--- src/rtl/lcd_view_pkg.sv ---
// lcd_view_pkg: stat selector codes and scheduler state encoding shared by the LCD view logic
package lcd_view_pkg;
    typedef enum logic [1:0] {
        STAT_FOOD    = 2'd0,
        STAT_JOY     = 2'd1,
        STAT_ENERGY  = 2'd2,
        STAT_INVALID = 2'd3
    } stat_sel_e;

    typedef enum logic {
        IDLE = 1'b0,
        ANIM = 1'b1
    } view_state_e;
endpackage

--- src/rtl/lcd_tick_gen.sv ---
// lcd_tick_gen: free-running divider producing a one-cycle display tick every TICK_DIV clocks
module lcd_tick_gen #(
    parameter int TICK_DIV = 800000
) (
    input  logic clk,
    input  logic reset,
    output logic tick
);
    localparam int CW = $clog2(TICK_DIV + 1);

    logic [CW-1:0] cnt_q, cnt_d;

    assign tick = cnt_q == CW'(TICK_DIV - 1);

    always_comb cnt_d = tick ? '0 : cnt_q + 1'b1;

    always_ff @(posedge clk or posedge reset) begin
        if (reset)
            cnt_q <= '0;
        else
            cnt_q <= cnt_d;
    end
endmodule

--- src/rtl/lcd_view_scheduler.sv ---
// lcd_view_scheduler: timed face animation plus fixed-priority (game > debug) stat-bar writer
module lcd_view_scheduler
    import lcd_view_pkg::*;
#(
    parameter int NUM_FACES   = 9,
    parameter int MAX_VALUE   = 5,
    parameter int TICK_DIV    = 800000,
    parameter int DWELL_TICKS = 80
) (
    input  logic                             clk,
    input  logic                             reset,
    input  logic                             anim_start,
    input  logic                             anim_stop,
    input  logic [$clog2(NUM_FACES)-1:0]     anim_first,
    input  logic [$clog2(NUM_FACES)-1:0]     anim_last,
    input  logic                             anim_loop,
    input  logic                             g_req,
    input  logic [1:0]                       g_sel,
    input  logic [$clog2(MAX_VALUE+1)-1:0]   g_value,
    input  logic                             d_req,
    input  logic [1:0]                       d_sel,
    input  logic [$clog2(MAX_VALUE+1)-1:0]   d_value,
    output logic                             g_ack,
    output logic                             d_ack,
    output logic                             sel_err,
    output logic [$clog2(NUM_FACES)-1:0]     face,
    output logic [$clog2(MAX_VALUE+1)-1:0]   food_value,
    output logic [$clog2(MAX_VALUE+1)-1:0]   joy_value,
    output logic [$clog2(MAX_VALUE+1)-1:0]   energy_value,
    output logic                             anim_busy,
    output logic                             frame_strobe
);
    localparam int FW = $clog2(NUM_FACES);
    localparam int SW = $clog2(MAX_VALUE + 1);
    localparam int DW = $clog2(DWELL_TICKS + 1);

    view_state_e   state_q, state_d;
    logic [FW-1:0] face_q, face_d, first_c;
    logic [DW-1:0] dwell_q, dwell_d;
    logic          strobe_q, strobe_d;
    logic [SW-1:0] food_q, food_d, joy_q, joy_d, energy_q, energy_d, raw_c, val_c;
    logic [1:0]    sel_c;
    logic          gnt_c, g_ack_q, g_ack_d, d_ack_q, d_ack_d, sel_err_q, sel_err_d;
    logic          tick;

    lcd_tick_gen #(.TICK_DIV(TICK_DIV)) u_tick (
        .clk   (clk),
        .reset (reset),
        .tick  (tick)
    );

    always_comb begin
        first_c  = (int'(anim_first) >= NUM_FACES) ? '0 : anim_first;
        state_d  = state_q;
        face_d   = face_q;
        dwell_d  = dwell_q;
        strobe_d = 1'b0;
        if (anim_start) begin
            state_d = ANIM;
            face_d  = first_c;
            dwell_d = '0;
        end else if (state_q == ANIM) begin
            if (anim_stop)
                state_d = IDLE;
            else if (tick) begin
                if (dwell_q == DW'(DWELL_TICKS - 1)) begin
                    dwell_d = '0;
                    if (face_q != anim_last) begin
                        face_d   = (face_q == FW'(NUM_FACES - 1)) ? '0 : face_q + 1'b1;
                        strobe_d = 1'b1;
                    end else if (anim_loop) begin
                        face_d   = first_c;
                        strobe_d = 1'b1;
                    end else
                        state_d = IDLE;
                end else
                    dwell_d = dwell_q + 1'b1;
            end
        end
    end

    // Game always wins; debug is granted only in cycles the game is silent.
    always_comb begin
        gnt_c     = g_req | d_req;
        sel_c     = g_req ? g_sel : d_sel;
        raw_c     = g_req ? g_value : d_value;
        val_c     = (int'(raw_c) > MAX_VALUE) ? SW'(MAX_VALUE) : raw_c;
        g_ack_d   = g_req;
        d_ack_d   = d_req & ~g_req;
        sel_err_d = gnt_c && sel_c == STAT_INVALID;
        food_d    = (gnt_c && sel_c == STAT_FOOD) ? val_c : food_q;
        joy_d     = (gnt_c && sel_c == STAT_JOY) ? val_c : joy_q;
        energy_d  = (gnt_c && sel_c == STAT_ENERGY) ? val_c : energy_q;
    end

    always_ff @(posedge clk or posedge reset) begin
        if (reset) begin
            state_q   <= IDLE;
            face_q    <= '0;
            dwell_q   <= '0;
            strobe_q  <= 1'b0;
            food_q    <= SW'(MAX_VALUE);
            joy_q     <= SW'(MAX_VALUE);
            energy_q  <= SW'(MAX_VALUE);
            g_ack_q   <= 1'b0;
            d_ack_q   <= 1'b0;
            sel_err_q <= 1'b0;
        end else begin
            state_q   <= state_d;
            face_q    <= face_d;
            dwell_q   <= dwell_d;
            strobe_q  <= strobe_d;
            food_q    <= food_d;
            joy_q     <= joy_d;
            energy_q  <= energy_d;
            g_ack_q   <= g_ack_d;
            d_ack_q   <= d_ack_d;
            sel_err_q <= sel_err_d;
        end
    end

    assign face         = face_q;
    assign food_value   = food_q;
    assign joy_value    = joy_q;
    assign energy_value = energy_q;
    assign anim_busy    = state_q == ANIM;
    assign frame_strobe = strobe_q;
    assign g_ack        = g_ack_q;
    assign d_ack        = d_ack_q;
    assign sel_err      = sel_err_q;
endmodule
--- config.mk ---
export PLATFORM = sky130hd
export DESIGN_NAME = lcd_view_scheduler
export DESIGN_NICKNAME = d
export VERILOG_FILES = /design/src/rtl/lcd_view_pkg.sv /design/src/rtl/lcd_tick_gen.sv /design/src/rtl/lcd_view_scheduler.sv
export SDC_FILE = /design/constraint.sdc
export NUM_CORES = 1
export LEC_CHECK = 0
export BUFFER_PORTS_ARGS = -buffer_cell sky130_fd_sc_hd__buf_2
export CAP_MARGIN = 25
export CORE_MARGIN = 2
export CORE_UTILIZATION = 35
export DETAILED_ROUTE_END_ITERATION = 8
export SLEW_MARGIN = 20
export SYNTH_ARGS = -nofsm -noshare
export SYNTH_HDL_FRONTEND = slang
export SYNTH_SLANG_ARGS = --single-unit
--- constraint.sdc ---
create_clock -name clk -period 3.7 [get_ports clk]
set_input_delay 0.74 -clock clk [delete_from_list [all_inputs] [get_ports clk]]
set_output_delay 0.74 -clock clk [all_outputs]
set_load 0.01 [all_outputs]
Word level (Yosys, flattened, before mapping)
Cells that the tools add are included.
W data, S select, Z words.

operators by class
  bitwise logic cells = 3
  magnitude comparators = 2
  muxes and demuxes = 30
  equality and inequality tests = 8
  add/subtract/negate cells = 3
  reductions and logical operators = 11

operator list
  cell                     count
  $mux W4                  9
  $mux W7                  5
  $add A20 B1 Y20 const B  1
  $eq A20 B20 Y1 const B   1
  $mux W20                 1
  $mux W1                  12
  $add A7 B1 Y7 const B    1
  $eq A7 B7 Y1 const B     1
  $mux W3                  2
  $reduce_bool A2 Y1       3
  $reduce_and A5 Y1        1
  $add A4 B1 Y4 const B    1
  $eq A2 B2 Y1 const B     2
  $eq A4 B4 Y1 const B     1
  $ge A4 B4 Y1 const B     1
  $logic_and A1 B1 Y1      4
  $ne A4 B4 Y1             1
  $gt A3 B3 Y1 const B     1
  $reduce_and A3 Y1        1
  $reduce_bool A3 Y1       1
  $eq A2 B1 Y1 const B     1
  $logic_not A2 Y1         1
  $mux W2                  1
  $ne A2 B2 Y1 const B     1
  3 further kinds          3

storage, ports and cells
  output and inout port bits = 18
  word-level logic and storage cells = 68
  bits in registers = 45
  input bits = 25

Logic depth before layout (Yosys ltp)
  depth in word-level cells = 9
  mapped depth = 8
  mapped depth without buffers = 7

By module
Synthesis repeated with hierarchy kept, for this count alone.

unflattened totals
  cell total of the unflattened synthesis = 226
  area total of the unflattened synthesis = 2343.5 um2

modules (own cells, without submodules)
  module              sequential area each (um2)  area each (um2)  instances  cells each
  lcd_view_scheduler  633.1                       1366.3           1          131
  lcd_tick_gen        500.5                       977.2            1          95

Least setup slack after synthesis
No wires, ideal clock.

  kind = input -> register
  start point = in anim_last[1]
  end point = reg face_q[0] (netlist: face[0])
  setup time = 125 ps
  stages = 5
  setup slack = 1434 ps
  arrival time = 2141 ps
  data required time = 3575 ps
  path buffers = 0
  cells stage by stage = xor2_1 -> nor4_1 -> nand2b_1 -> a41oi_1 -> mux2_2

on the way
  longest elaborated chain between the ends = 7
  elaborated cells on any way between the ends = 9
  those cells by class = eq/ne: 1; mux: 6; reduce/logical: 2

ends and longest elaborated chain
  what                    line                       source
  start: declaration      lcd_view_scheduler.sv:15   input logic [$clog2(NUM_FACES)-1:0] anim_last,
  $ne A4 B4 Y1 *          lcd_view_scheduler.sv:68   if (face_q != anim_last) begin
  $mux W4                 lcd_view_scheduler.sv:68
  $mux W4                 lcd_view_scheduler.sv:66   if (dwell_q == DW'(DWELL_TICKS - 1)) begin
  $mux W4                 lcd_view_scheduler.sv:65   else if (tick) begin
  $mux W4                 lcd_view_scheduler.sv:63   if (anim_stop)
  $mux W4                 lcd_view_scheduler.sv:62   end else if (state_q == ANIM) begin
  $mux W4                 lcd_view_scheduler.sv:58   if (anim_start) begin
  end signal: assignment  lcd_view_scheduler.sv:99   face_q <= '0;
  end signal: assignment  lcd_view_scheduler.sv:110  face_q <= face_d;
  end: declaration        lcd_view_scheduler.sv:38   logic [FW-1:0] face_q, face_d, first_c;

Every way passes the cells marked *; elsewhere a longest branch is shown, timed or not. The select of a mux whose other input is x is not followed.
A chain may end at the register's enable or synchronous reset.

Worst setup path after layout
  start point = reg u_tick.cnt_q[0]
  end point = reg dwell_q[5]

on the way
  longest elaborated chain between the ends = 3

ends and longest elaborated chain
  what                          line                       source
  start: declaration            lcd_tick_gen.sv:11         logic [CW-1:0] cnt_q, cnt_d;
  start signal: assignment      lcd_tick_gen.sv:21         cnt_q <= cnt_d;
  $eq A20 B20 Y1                lcd_tick_gen.sv:13         assign tick = cnt_q == CW'(TICK_DIV - 1);
  $reduce_bool A2 Y1 (no line)  n/a
  $reduce_and A3 Y1 (no line)   n/a
  end signal: assignment        lcd_view_scheduler.sv:111  dwell_q <= dwell_d;
  end: declaration              lcd_view_scheduler.sv:39   logic [DW-1:0] dwell_q, dwell_d;

No other way between the ends.

==> results_dict.tcl <==
set metrics [dict create \
    slew_headroom 0.5219 \
    synth_fp_nets 247 \
    die_y_um 84.69 \
    cp_max_fo 7 \
    hold_path.class "input port to async pin" \
    multiInputGateArea_um2 1094 \
    p_comb_frac 0.188 \
    n_antenna_cell 0 \
    nFillCells 623 \
    period_needed_ns 2.338 \
    p_clk_frac 0.277 \
    row_count 29 \
    place.gp.congestion 0.7929 \
    ys.flop_type "dfrtp_1" \
    core_um2 6314 \
    die_area_um2 7172 \
    yosysUniqueCellTypes 37 \
    drive_above_1_share 0.2857 \
    grt_max_degree 36 \
    power_switching_mw 0.2918 \
    synth_area_um2 2278 \
    gr-usage-met2 0.1976 \
    maxCapViolations 0 \
    antenna_found_initial 0 \
    max-vdd-ir-drop_v 0.0002133 \
    clock-skew-final_ns 0.01040 \
    synthXorXnorAreaFrac 0.07688 \
    tns_ns 0 \
    leakage_nw 1.226 \
    worst-r2r-setup-slack_ns 1.36 \
    yosysTopAreaCellShare 0.4283 \
    grt_pass1_vias 1591 \
    timing.rr.start "u_tick.cnt_q[0]$_DFF_PP0_" \
    hold_buffers 0 \
    outcome "finished clean" \
    grt_overflow 0 \
    drv_slew 0 \
    yosys.area_share.simple 0.2169 \
    yosysSeqAreaShare 0.4975 \
    startpoint_type "flip-flop" \
    vias 1681 \
    fin_crit_sh 0.6320 \
    p_int_mw 0.7936 \
    cts_tree "yes" \
    vias_per_cell 4.901 \
    synth_top_family_by_area "simple AND/OR/NAND/NOR gates" \
    start_util 0.3609 \
    synthCells 218 \
    numCtsBuffers 5 \
    ant_nets 0 \
    rsz0062_at_grt "false" \
    synth_fa_ha_area_frac 0.02197 \
    grt_pass1_wl_um 7127 \
    synthMuxAreaShare 0.09995 \
    busiest_layer "met2" \
    critPathKind "flip-flop to flip-flop" \
    tightest_slew_ns 0.7105 \
    io_buffer_count 42 \
    synth_edf_count 0 \
    clockBufferDepth 2 \
    routedWlPerCell_um 12.02 \
    synth.most_common_cell "dfrtp_1" \
    fin_nets 294 \
    r2r-end "dwell_q[5]$_DFFE_PP0P_" \
    synth_seq_cells 45 \
    synth_compound_area_frac 0.06425 \
    reg2regPathDepth 6 \
    regArea_um2 1134 \
    yosysWarnings 0 \
    clock.fmax_ghz 0.4277 \
    first_iter_violations 52 \
    synth_area_per_cell_um2 10.45 \
    cts.repair.resized 0 \
    dp_hpwl_um 3094 \
    cts.sinks 45 \
    synth_commonest_cells "dfrtp_1, nor2_1, nand3_1" \
    fin_util 0.4239 \
    drt_pass1_iterations 4 \
    power.density_nw_per_um2 405.6 \
    grt_use_met1 0.1627 \
    synthToLayoutAreaGrowth_pct 17.46 \
    worstSetupStartpoint "u_tick.cnt_q[0]$_DFF_PP0_" \
    clk-insertion-delay-late_ns 0.29 \
    htreeDepth 2 \
    wirelength_um 4122 \
    clk_pin_slew_worst_paths_ns 0.08 \
    grt_usage 0.1219 \
    setup_viol 0 \
    post_cts_buffers 0 \
    required_ns 3.92 \
    die_width_um 84.69 \
    synth_area_leader_cell "dfrtp_1" \
    synth_area_leaders "dfrtp_1, dfstp_2, mux2_2, xnor2_1, xor2_1" \
    p_seq_frac 0.535 \
    ios 43 \
    sw_frac_of_total 0.2688 \
    drc_errors 0 \
    hold_violations 0 \
    synthArstFlopShare 1.000 \
    end_kind "flip-flop" \
    grt.met3_usage 0.03343 \
    clockRootBuffer "clkbuf_8" \
    worstPathArrival_ns 2.56 \
]
[how the worst max path moves through the flow]
stage,end,slack [ns],cells after the start
final,dwell_q[5]$_DFFE_PP0P_,1.36,6
after global routing,dwell_q[0]$_DFFE_PP0P_,1.21,6
after CTS,dwell_q[5]$_DFFE_PP0P_,1.35,6
after detailed placement,face[2]$_DFFE_PP0P_,1.18,6
after global placement,face[3]$_DFFE_PP0P_,1.19,6
after floorplan,face[0]$_DFFE_PP0P_,1.43,5
[kinds of logic after synthesis]
family | Yosys count
flip-flops | 45
buffers and inverters | 13
XOR/XNOR | 20
multiplexers | 21
AND/OR/NAND/NOR | 90
AO/OA/AOI/OAI | 25
adder cells (fa/ha/maj) | 4
[per-stage QoR]
| stage | setup WS [ns] | hold slack (ns) | cells | total power [mW] | area [um2] |
|---|---|---|---|---|---|
| after floorplan | 1.434 | 0.4349 | 218 | 0.7123 | 2278 |
| after global placement | 1.193 | 0.4648 | 335 | 0.7952 | 2586 |
| after detailed placement | 1.177 | 0.4681 | 335 | 0.7984 | 2586 |
| after CTS | 1.349 | 0.3727 | 343 | 1.102 | 2676 |
| after global routing | 1.213 | 0.3809 | 343 | 1.152 | 2676 |
| final | 1.362 | 0.3694 | 343 | 1.085 | 2676 |
[cells in the final DEF, fill, tap and decap left out, types with 7 or more instances in the layout]
cell type  instances
xor2_1            10
xnor2_1           10
buf_2             42
dfrtp_1           39
o21ai_0            9
nor2_1            18
nand2_1           14
nand3_1           17
a21oi_1            9
mux2_2            14
mux2i_1            7
inv_1              7
[layout make-up]
class	instances	share of cell area
sequential	45	0.4236
multi-input combinational	160	0.4086
timing repair buffer	45	0.08696
tap	77	0.03600
clock buffer	8	0.03366
inverter	8	0.01122
[routing by layer]
layer	routed length [um]	share of wire
met3	249	0.060
met4	31	0.0075
met2	1840	0.45
met5	0	0
met1	2001	0.49
[registers in the layout, indices dropped and copies added (netlist names)]
signal        count
energy_value      3
d_ack             1
dwell_q           7
food_value        3
u_tick.cnt_q     20
g_ack             1
frame_strobe      1
sel_err           1
face              4
anim_busy         1
joy_value         3
[critical path, cell delays in order (launching register included)]
cell and delay (ns):
dfrtp_1 0.39, ha_1 0.23, nand4_2 0.15, or3_1 0.49
or4_4 0.53, or3_1 0.35, a21oi_1 0.14
[power by group through the flow]
stage	Combinational (mW)	Sequential [mW]	Clock [mW]
after global routing	0.229	0.587	0.337
after CTS	0.208	0.581	0.312
after detailed placement	0.209	0.590	0
after global placement	0.203	0.592	0
after floorplan	0.110	0.602	0
final	0.204	0.580	0.301
(Power assumes the default switching activity.)
